<file path="config.mk">
export PLATFORM = sky130hd
export DESIGN_NAME = timer_device
export DESIGN_NICKNAME = d
export VERILOG_FILES = /design/src/rtl/timer_device.sv
export SDC_FILE = /design/constraint.sdc
export NUM_CORES = 1
export LEC_CHECK = 0
export BUFFER_PORTS_ARGS = -buffer_cell sky130_fd_sc_hd__clkbuf_2
export CAP_MARGIN = 10
export CORE_ASPECT_RATIO = 0.8
export CORE_MARGIN = 5
export CORE_UTILIZATION = 24
export CTS_CLUSTER_SIZE = 30
export DETAILED_ROUTE_END_ITERATION = 10
export PLACE_DENSITY = 0.42
export SETUP_SLACK_MARGIN = 0.2
export SLEW_MARGIN = 20
export SYNTH_ARGS = -nofsm -noshare
export SYNTH_HDL_FRONTEND = slang
export SYNTH_SLANG_ARGS = --single-unit
export TNS_END_PERCENT = 10
</file>
<file path="constraint.sdc">
create_clock -name clk -period 2.12 [get_ports clk]
set_input_delay 0.424 -clock clk [delete_from_list [all_inputs] [get_ports clk]]
set_output_delay 0.424 -clock clk [all_outputs]
set_load 0.01 [all_outputs]
</file>
<file path="src/rtl/timer_device.sv">
// Memory-mapped countdown timer: CTRL/PRESET/COUNT registers, a four-state count FSM,
// and an interrupt request gated by the CTRL interrupt mask.
module timer_device (
    input  logic        clk,
    input  logic        rst_n,
    input  logic [1:0]  addr,
    input  logic        we,
    input  logic [31:0] wd,
    output logic [31:0] rd,
    output logic        irq
);

    typedef enum logic [1:0] {
        S_IDLE = 2'd0,
        S_LOAD = 2'd1,
        S_CNT  = 2'd2,
        S_INT  = 2'd3
    } state_t;

    state_t      state_q, state_d;
    logic [3:0]  ctrl_q, ctrl_d;
    logic [31:0] preset_q, preset_d;
    logic [31:0] count_q, count_d;
    logic        flag_q, flag_d;

    logic wr_ctrl, wr_preset, en, reload;
    logic fsm_set, fsm_clr, fsm_en_clr;

    assign wr_ctrl   = we && (addr == 2'b00);
    assign wr_preset = we && (addr == 2'b01);
    assign en        = ctrl_q[0];
    assign reload    = (ctrl_q[2:1] == 2'b01);

    always_comb begin
        state_d    = state_q;
        ctrl_d     = ctrl_q;
        preset_d   = preset_q;
        count_d    = count_q;
        flag_d     = flag_q;
        fsm_set    = 1'b0;
        fsm_clr    = 1'b0;
        fsm_en_clr = 1'b0;

        case (state_q)
            S_IDLE: begin
                if (en) state_d = S_LOAD;
            end
            S_LOAD: begin
                count_d = preset_q;
                fsm_clr = 1'b1;
                state_d = en ? S_CNT : S_IDLE;
            end
            S_CNT: begin
                if (!en) begin
                    state_d = S_IDLE;
                end else if (count_q > 32'd1) begin
                    count_d = count_q - 32'd1;
                end else begin
                    count_d = 32'd0;
                    fsm_set = 1'b1;
                    state_d = S_INT;
                end
            end
            S_INT: begin
                // Clearing the flag on the way back into LOAD keeps the reload pulse one cycle wide.
                if (reload) begin
                    fsm_clr = 1'b1;
                    state_d = S_LOAD;
                end else begin
                    fsm_en_clr = 1'b1;
                    state_d    = S_IDLE;
                end
            end
            default: state_d = S_IDLE;
        endcase

        if (fsm_en_clr) ctrl_d[0] = 1'b0;
        if (wr_ctrl)    ctrl_d    = wd[3:0];
        if (wr_preset)  preset_d  = wd;

        // CTRL write clears above all; the expiry set outranks a PRESET write.
        if (wr_ctrl)        flag_d = 1'b0;
        else if (fsm_set)   flag_d = 1'b1;
        else if (wr_preset) flag_d = 1'b0;
        else if (fsm_clr)   flag_d = 1'b0;
    end

    always_ff @(posedge clk or negedge rst_n) begin
        if (!rst_n) begin
            state_q  <= S_IDLE;
            ctrl_q   <= 4'd0;
            preset_q <= 32'd0;
            count_q  <= 32'd0;
            flag_q   <= 1'b0;
        end else begin
            state_q  <= state_d;
            ctrl_q   <= ctrl_d;
            preset_q <= preset_d;
            count_q  <= count_d;
            flag_q   <= flag_d;
        end
    end

    always_comb begin
        case (addr)
            2'b00:   rd = {28'd0, ctrl_q};
            2'b01:   rd = preset_q;
            2'b10:   rd = count_q;
            default: rd = 32'd0;
        endcase
    end

    assign irq = ctrl_q[3] & flag_q;

endmodule

</file>
==> results of run 1 <==
[final timing paths]
check / to / slack, ns / cells after the start
worst max-delay path: count_q[11] / 0.03 / 7
worst min-delay path: preset_q[23] / 0.32 / 2
worst max register to register: count_q[11] / 0.03 / 7
worst min register to register: count_q[9] / 0.51 / 2
max in group asynchronous: count_q[0] / 0.93 / 3
min in group asynchronous: preset_q[18] / 0.53 / 2
[cell usage after synthesis (all sizes together), types with 2 or more instances]
cell type,instances,share of area
a211oi,2,0.0037
a21oi,8,0.010
a221o,2,0.0050
a22o,30,0.066
a22oi,14,0.026
a31oi,2,0.0031
a32oi,3,0.0066
a41oi,2,0.0063
and2,2,0.0031
and3,2,0.0031
buf,9,0.015
clkbuf,21,0.020
dfrtp,71,0.44
ha,2,0.0062
inv,10,0.0094
mux2,35,0.098
mux2i,8,0.020
nand2,26,0.024
nand2b,4,0.0062
nand3,11,0.014
nand3b,3,0.0056
nand4,11,0.017
nor2,10,0.011
nor2b,9,0.014
nor3,10,0.017
nor3b,2,0.0037
nor4,10,0.016
o211ai,4,0.0075
o21ai,29,0.036
o221ai,5,0.011
o22ai,2,0.0031
o311ai,3,0.0066
o31ai,4,0.0075
o41ai,2,0.0044
or2,2,0.0031
or3,5,0.0078
or4,5,0.011
[worst max-delay path: stages (launching register included)]
cell                      delay (ns)
sky130_fd_sc_hd__dfrtp_1        0.38
sky130_fd_sc_hd__or4_4          0.58
sky130_fd_sc_hd__nor3_4         0.15
sky130_fd_sc_hd__buf_6          0.15
sky130_fd_sc_hd__a41oi_4        0.13
sky130_fd_sc_hd__buf_6          0.17
sky130_fd_sc_hd__a21o_1         0.15
sky130_fd_sc_hd__a221o_1        0.28
[through the flow]
step | TNS, ns | hold slack, ns | worst slack, ns
2_1_floorplan | 0 | 0.128 | 0.119
3_3_place_gp | -0.0454 | 0.342 | -0.0322
3_5_place_dp | -0.0205 | 0.344 | -0.0205
4_1_cts | 0 | 0.308 | 0.0621
5_1_grt | -0.0144 | 0.309 | -0.0112
6_report | 0 | 0.319 | 0.0322
[layer usage]
layer / up-vias / routed length [um] / track usage
met5: - / 0 / 0
met4: 0 / 107 / 0.0265
met3: 9 / 521 / 0.0328
met2: 76 / 6170 / 0.214
met1: 1872 / 6870 / 0.203
li1: 1776 / - / -
[power by group through the flow]
| stage | clock [mW] | combinational (mW) | sequential [mW] |
|---|---|---|---|
| after floorplan | 0 | 1.75 | 2.15 |
| after global placement | 0 | 3.09 | 2.19 |
| after detailed placement | 0 | 3.12 | 2.20 |
| after CTS | 1.42 | 3.19 | 2.18 |
| after global routing | 1.47 | 3.74 | 2.28 |
| final | 1.36 | 3.43 | 2.22 |
[state kept, by name (all words and copies together), names as in the netlist]
name / flops
count_q: 32
ctrl_q: 4
flag_q: 1
preset_q: 32
state_q: 2
[area by class of cell]
type | count | area share
Multi-Input combinational cell | 282 | 0.400
Sequential cell | 71 | 0.318
Timing Repair Buffer | 146 | 0.180
Tap cell | 220 | 0.0492
Clock buffer | 14 | 0.0454
Inverter | 10 | 0.00670
Clock inverter | 1 | 0.000894
[logic make-up after synthesis]
kind of cell	count (synthesis)	share of synthesized area
AOI/OAI and AO/OA	122	0.224
and+or+nand+nor	115	0.163
DFF	71	0.444
muxes	43	0.118
buffers and inverters	40	0.0438
adders and majority gates	2	0.00625
[what timing repair did]
item / 4_1_cts / 5_1_grt
setup endpoints to repair: 31 / 34
setup buffers: 2 / 3
pin swaps: 3 / 24
endpoints found under the hold margin: 11 / 0
hold buffers: 1 / 0
resized for setup: 10 / 41
cloned: 0 / 0
==> Flow_metrics.wiki, run 1 <==
{| class="wikitable"
! Metric !! Value
|-
| Leading cell type in the layout, fill and taps excluded || sky130_fd_sc_hd__dfrtp_1
|-
| Startpoint-to-endpoint class of the critical path || flip-flop to flip-flop
|-
| Hold Startpoint || wd[23]
|-
| Number of sinks on the clock net || 71
|-
| Number of DRC violations after detailed-routing iteration 0 || between 150 and 200
|-
| Detailed-routing iteration count for the pre-antenna-repair pass || 4
|-
| Switching fraction of total power || 0.393
|-
| Net load switching power || 2.76 mW
|-
| Count of filler cells inserted in the layout || roughly 1700
|-
| Data required time of the worst path || roughly 2.3 ns
|-
| Overall via count from detail_route || approximately 3700
|-
| Clock Latency Late Sink || 0.33 ns
|-
| Classification of the worst-slack hold path || primary input to flip-flop
|-
| Die outline width || 154 um
|-
| Cell area after synthesis || about 4000 sq um
|-
| Result of the run || completed
|-
| WL per Instance || ~18 um
|-
| Number of vias per cell after detailed routing || 5.02
|-
| Post-Synthesis Net Count || ~430
|-
| Clock tree from TritonCTS || yes
|-
| Total area of multi-input combinational cells || around 2200 sq um
|-
| Critical R2R Launch || count_q[13]
|-
| Post-Syn Instances || 393
|-
| I/O pin cnt || 70
|-
| Count of buffers inserted at the top-level ports || between 60 and 70
|-
| Cell area reported after detailed placement || 5080 sq um
|-
| Average cell area after synthesis || slightly above 10 sq um
|-
| Final period utilization || 0.985
|-
| Prevailing post-synth register cell || sky130_fd_sc_hd__dfrtp_1
|-
| Nature of the critical path startpoint || flip-flop
|-
| Number of H-tree branching levels || 3
|-
| Sum of routed wire length over all layers || between 10000 and 15000 um
|-
| CP max FO || 7
|-
| Min cycle time layout || around 2.1 ns
|-
| Number of enable flip-flop cells after synthesis || 0
|-
| Final non-filler cell area || around 5600 sq um
|-
| Power per standard cell area || 1250 nW/um^2
|-
| Top library cells by usage in the layout, fill and taps aside || sky130_fd_sc_hd__dfrtp_1 (70), sky130_fd_sc_hd__clkbuf_2 (68), sky130_fd_sc_hd__buf_4 (61)
|-
| Antenna violations before repair || 0
|-
| Fraction of layout cells with a size suffix above 1 || 0.445
|-
| Unrepaired setup endpoints after global routing || true
|-
| Global route total overflow || 0
|-
| Slew @ Worst Pin || approximately 0.36 ns
|-
| DRC violation count after routing || 0
|-
| Sequential power share || 0.316
|-
| Total placed cells including tap cells || 723
|-
| Worst setup startpoint || count_q[13]
|-
| Synth Register Bits || ~70
|-
| Inserted Clock Buffers || 9
|-
| Async SR Flop Fraction || 1.00
|-
| Timing-limited maximum frequency || roughly 480 MHz
|-
| Die area || around 19000 sq um
|-
| Number of standard-cell rows in the floorplan || 42
|-
| Placeable core region || between 15000 and 20000 sq um
|-
| Routability congestion estimate from global placement || 0.829
|-
| Final hold vios || 0
|-
| Maximum number of buffers from clock root to sink || 2
|-
| Master cell of the clock root buffer || sky130_fd_sc_hd__clkbuf_16
|-
| Overall fraction of global-route tracks in use || 0.140
|-
| Max-capacitance violation count || 0
|-
| Area growth from synthesis to final layout || 39.8%
|-
| ANT cells || 0
|-
| Largest net degree at the start of global routing || 36
|-
| Die extent in y || about 130 um
|-
| Layout Nets || ~560
|-
| Final worst clock skew || 0.00451 ns
|-
| Clock power share || 0.195
|-
| Register area || about 1800 sq um
|-
| Count of antenna-violating nets left after detailed routing || 0
|-
| Number of global-route vias before repair || between 3000 and 4000
|-
| Crit path capture type || flip-flop
|-
| Post-route core utilization || 0.340
|-
| Max transition margin || 0.756
|-
| Initial Util || 0.243
|-
| Clock transition at the register clock pins on the worst setup and hold paths after CTS || 0.05 ns
|-
| Worst Path Arrival || between 2 and 2.5 ns
|-
| Final setup viols || 0
|-
| Post-layout power || approximately 7.0 mW
|-
| Peak ir drop on the vdd network || roughly 0.44 mV
|-
| Post-route non-filler standard cell count || ~740
|-
| Leakage || 2.44 nW
|-
| Total of warnings raised by yosys || 0
|-
| Sequential cell area fraction in the yosys report || 0.444
|-
| Number of pins exceeding their max-slew limit in the final report || 0
|-
| Global-route wire length before repair || between 20000 and 25000 um
|-
| Post-detailed-placement half-perimeter wirelength || 9910 um
|-
| Cell variety after synth || 58
|-
| Combinational share of power || 0.489
|-
| Internal power component || ~4.3 mW
|}
Power figures use the tool's default switching activity.
==> run 2: changes to the inputs <==
--- a/config.mk
+++ b/config.mk
@@ -7,12 +7,14 @@
 export LEC_CHECK = 0
 export BUFFER_PORTS_ARGS = -buffer_cell sky130_fd_sc_hd__clkbuf_2
 export CAP_MARGIN = 10
+export CELL_PAD_IN_SITES_DETAIL_PLACEMENT = 0
+export CELL_PAD_IN_SITES_GLOBAL_PLACEMENT = 1
 export CORE_ASPECT_RATIO = 0.8
 export CORE_MARGIN = 5
 export CORE_UTILIZATION = 24
 export CTS_CLUSTER_SIZE = 30
 export DETAILED_ROUTE_END_ITERATION = 10
-export PLACE_DENSITY = 0.42
+export PLACE_DENSITY = 0.51
 export SETUP_SLACK_MARGIN = 0.2
 export SLEW_MARGIN = 20
 export SYNTH_ARGS = -nofsm -noshare
==> run 2 against run 1 <==
Against the previous run: flip-flop and latch count unchanged; worst hold slack got worse by 0.21 ns; via count grew 0.88%; non-clock buffer count decreased by 5; utilization about the same; register-to-register slack better by 0.03 ns; combinational power hardly changed; critical path depth decreased by 2; die area stayed put; first-iteration DRC count is 32% higher; sequential share of layout area hardly changed; largest power group unchanged.
==> Flow_metrics.wiki, run 2 (synthesis gave the netlist of run 1 again) <==
{| class="wikitable"
! Metric !! Value
|-
| Final hold vios || 0
|-
| Largest net degree at the start of global routing || ~70
|-
| Fraction of layout cells with a size suffix above 1 || 0.448
|-
| Global-route met2 utilization || 0.223
|-
| Global-route wire length before repair || between 20000 and 25000 um
|-
| Global-route met1 utilization || 0.201
|-
| Maximum number of buffers from clock root to sink || 2
|-
| Global route total overflow || 0
|-
| Worst Path Arrival || between 2 and 2.5 ns
|-
| Setup slack after layout || 0.0662 ns
|-
| Post-route setup TNS || 0 ns
|-
| Crit path capture type || flip-flop
|-
| Max incr delay on CP || between 0.5 and 0.6 ns
|-
| Global-route met3 utilization || 0.0383
|-
| Peak ir drop on the vdd network || 0.505 mV
|-
| Library cell contributing the largest single delay on the critical path || sky130_fd_sc_hd__or4_4
|-
| Detailed-routing iteration count for the pre-antenna-repair pass || 5
|-
| Cts-stage hold buffer count || 0
|-
| WP buf/inv || 0
|-
| Number of pins exceeding their max-slew limit in the final report || 0
|-
| Clock tree from TritonCTS || yes
|-
| Slew @ Worst Pin || ~0.40 ns
|-
| CP max FO || 6
|-
| Overall fraction of global-route tracks in use || 0.145
|-
| ANT cells || 0
|-
| Unrepaired setup endpoints after global routing || true
|-
| Master cell of the clock root buffer || sky130_fd_sc_hd__clkbuf_16
|-
| Initial Util || 0.243
|-
| Cells traversed along the worst timing path || or4_4 -> nor3_4 -> a41oi_4 -> a21o_1 -> a221o_1
|-
| Number of standard-cell rows in the floorplan || 42
|-
| Area growth from synthesis to final layout || 39.8%
|-
| Die area || between 15000 and 20000 sq um
|-
| Leakage || roughly 2.4 nW
|-
| Data required time of the worst path || between 2 and 2.5 ns
|-
| Max-capacitance violation count || 0
|-
| CP top delay family || simple AND/OR/NAND/NOR gates
|-
| Final non-filler cell area || 5600 sq um
|-
| Min cycle time layout || a little over 2 ns
|-
| Die outline width || around 150 um
|-
| I/O pin cnt || 70
|-
| Overall via count from detail_route || 3766
|-
| Cell area reported after detailed placement || about 5000 sq um
|-
| Number of vias per cell after detailed routing || between 5 and 6
|-
| Number of sinks on the clock net || 71
|-
| WL per Instance || about 18 um
|-
| Clock Latency Late Sink || approximately 0.34 ns
|-
| Classification of the worst-slack hold path || primary input to asynchronous set/reset pin
|-
| Number of H-tree branching levels || 3
|-
| Biggest registers after layout || count_q x32, preset_q x32, ctrl_q x4
|-
| Max transition margin || 0.728
|-
| Post-detailed-placement half-perimeter wirelength || around 9700 um
|-
| Power per standard cell area || ~1300 nW/um^2
|-
| Post-route core utilization || 0.340
|-
| Antenna violations before repair || 0
|-
| Count of antenna-violating nets left after detailed routing || 0
|-
| Count of buffers inserted at the top-level ports || 69
|-
| Clock transition at the register clock pins on the worst setup and hold paths after CTS || 0.06 ns
|-
| Count of filler cells inserted in the layout || roughly 1700
|-
| Timing-limited maximum frequency || roughly 490 MHz
|-
| Number of DRC violations after detailed-routing iteration 0 || 200
|-
| Layout Nets || between 500 and 600
|-
| Routability congestion estimate from global placement || approximately 0.85
|-
| Placeable core region || about 16000 sq um
|-
| Die extent in y || about 130 um
|-
| Most used routing layer || met2
|-
| Final setup viols || 0
|-
| Setup Slack @ Placement || -0.0285 ns
|-
| Final period utilization || 0.969
|-
| Depth of the critical timing path with buffers and inverters included || 5
|-
| Top library cells by usage in the layout, fill and taps aside || sky130_fd_sc_hd__dfrtp_1 (70), sky130_fd_sc_hd__clkbuf_2 (67), sky130_fd_sc_hd__buf_4 (59)
|-
| Leading cell type in the layout, fill and taps excluded || sky130_fd_sc_hd__dfrtp_1
|-
| Inserted Clock Buffers || 9
|-
| DRC violation count after routing || 0
|-
| Final worst clock skew || 0.00593 ns
|-
| Minimum hold slack || 0.112 ns
|-
| Result of the run || completed
|-
| Path depth of the worst reg2reg path || 5
|-
| Number of global-route vias before repair || just under 4000
|-
| Nature of the critical path startpoint || flip-flop
|-
| Startpoint-to-endpoint class of the critical path || flip-flop to flip-flop
|-
| Sum of routed wire length over all layers || 13600 um
|}
run 2: changes by cell type in the layout (fill, tap and decap cells not counted), sizes merged:
cell,change
clkbuf,-3
clkinv,+2
dlygate4sd3,-1
bufinv,+1
buf,-3
run 2: final cells by class:
cell class | count | area (sq um) | area share
clock buffer | 12 | 246 | 0.0441
clock inverter | 4 | 45.0 | 0.00805
inverter | 10 | 37.5 | 0.00671
multi-input combinational | 282 | 2240 | 0.401
sequential | 71 | 1780 | 0.318
tap | 220 | 275 | 0.0492
timing repair buffer | 141 | 970 | 0.173
run 2: worst paths after layout:
check | startpoint | endpoint | slack [ns]
max | count_q[5] | count_q[11] | 0.07
min reg2reg | preset_q[22] | count_q[22] | 0.53
min | rst_n | preset_q[18] | 0.11
min in group clk | wd[5] | preset_q[5] | 0.31
max in group asynchronous | rst_n | count_q[2] | 1.67
max reg2reg | count_q[5] | count_q[11] | 0.07
run 2: power breakdown:
| part | switching (mW) | internal [mW] |
|---|---|---|
| Sequential | 0.454 | 1.80 |
| Clock | 0.584 | 0.938 |
| Combinational | 1.78 | 1.64 |
run 2: repair_timing:
action / CTS / global route
endpoints found under the setup margin: 34 / 36
pin swaps: 8 / 15
endpoints found under the hold margin: 0 / 0
setup buffers: 7 / 0
gates cloned: 1 / 0
gates resized for setup: 20 / 33
run 2: worst reg2reg max path: cells and delay by family (launching register included):
family,cells,cell delay [ns]
AOI/OAI and AO/OA,3,0.71
DFF,1,0.41
and+or+nand+nor,2,0.82
run 2: routing by layer:
| metal | vias up | wire, um |
|---|---|---|
| met5 | - | 0 |
| met4 | 0 | 202 |
| met3 | 17 | 646 |
| met2 | 93 | 6250 |
| met1 | 1878 | 6540 |
| li1 | 1778 | - |
run 2: metrics by stage:
stage                     power [mW]  std cells
final                           7.19        740
after global routing            7.71        740
after CTS                       7.04        740
after detailed placement        5.30        716
after global placement          5.27        716
after floorplan                 3.90        393
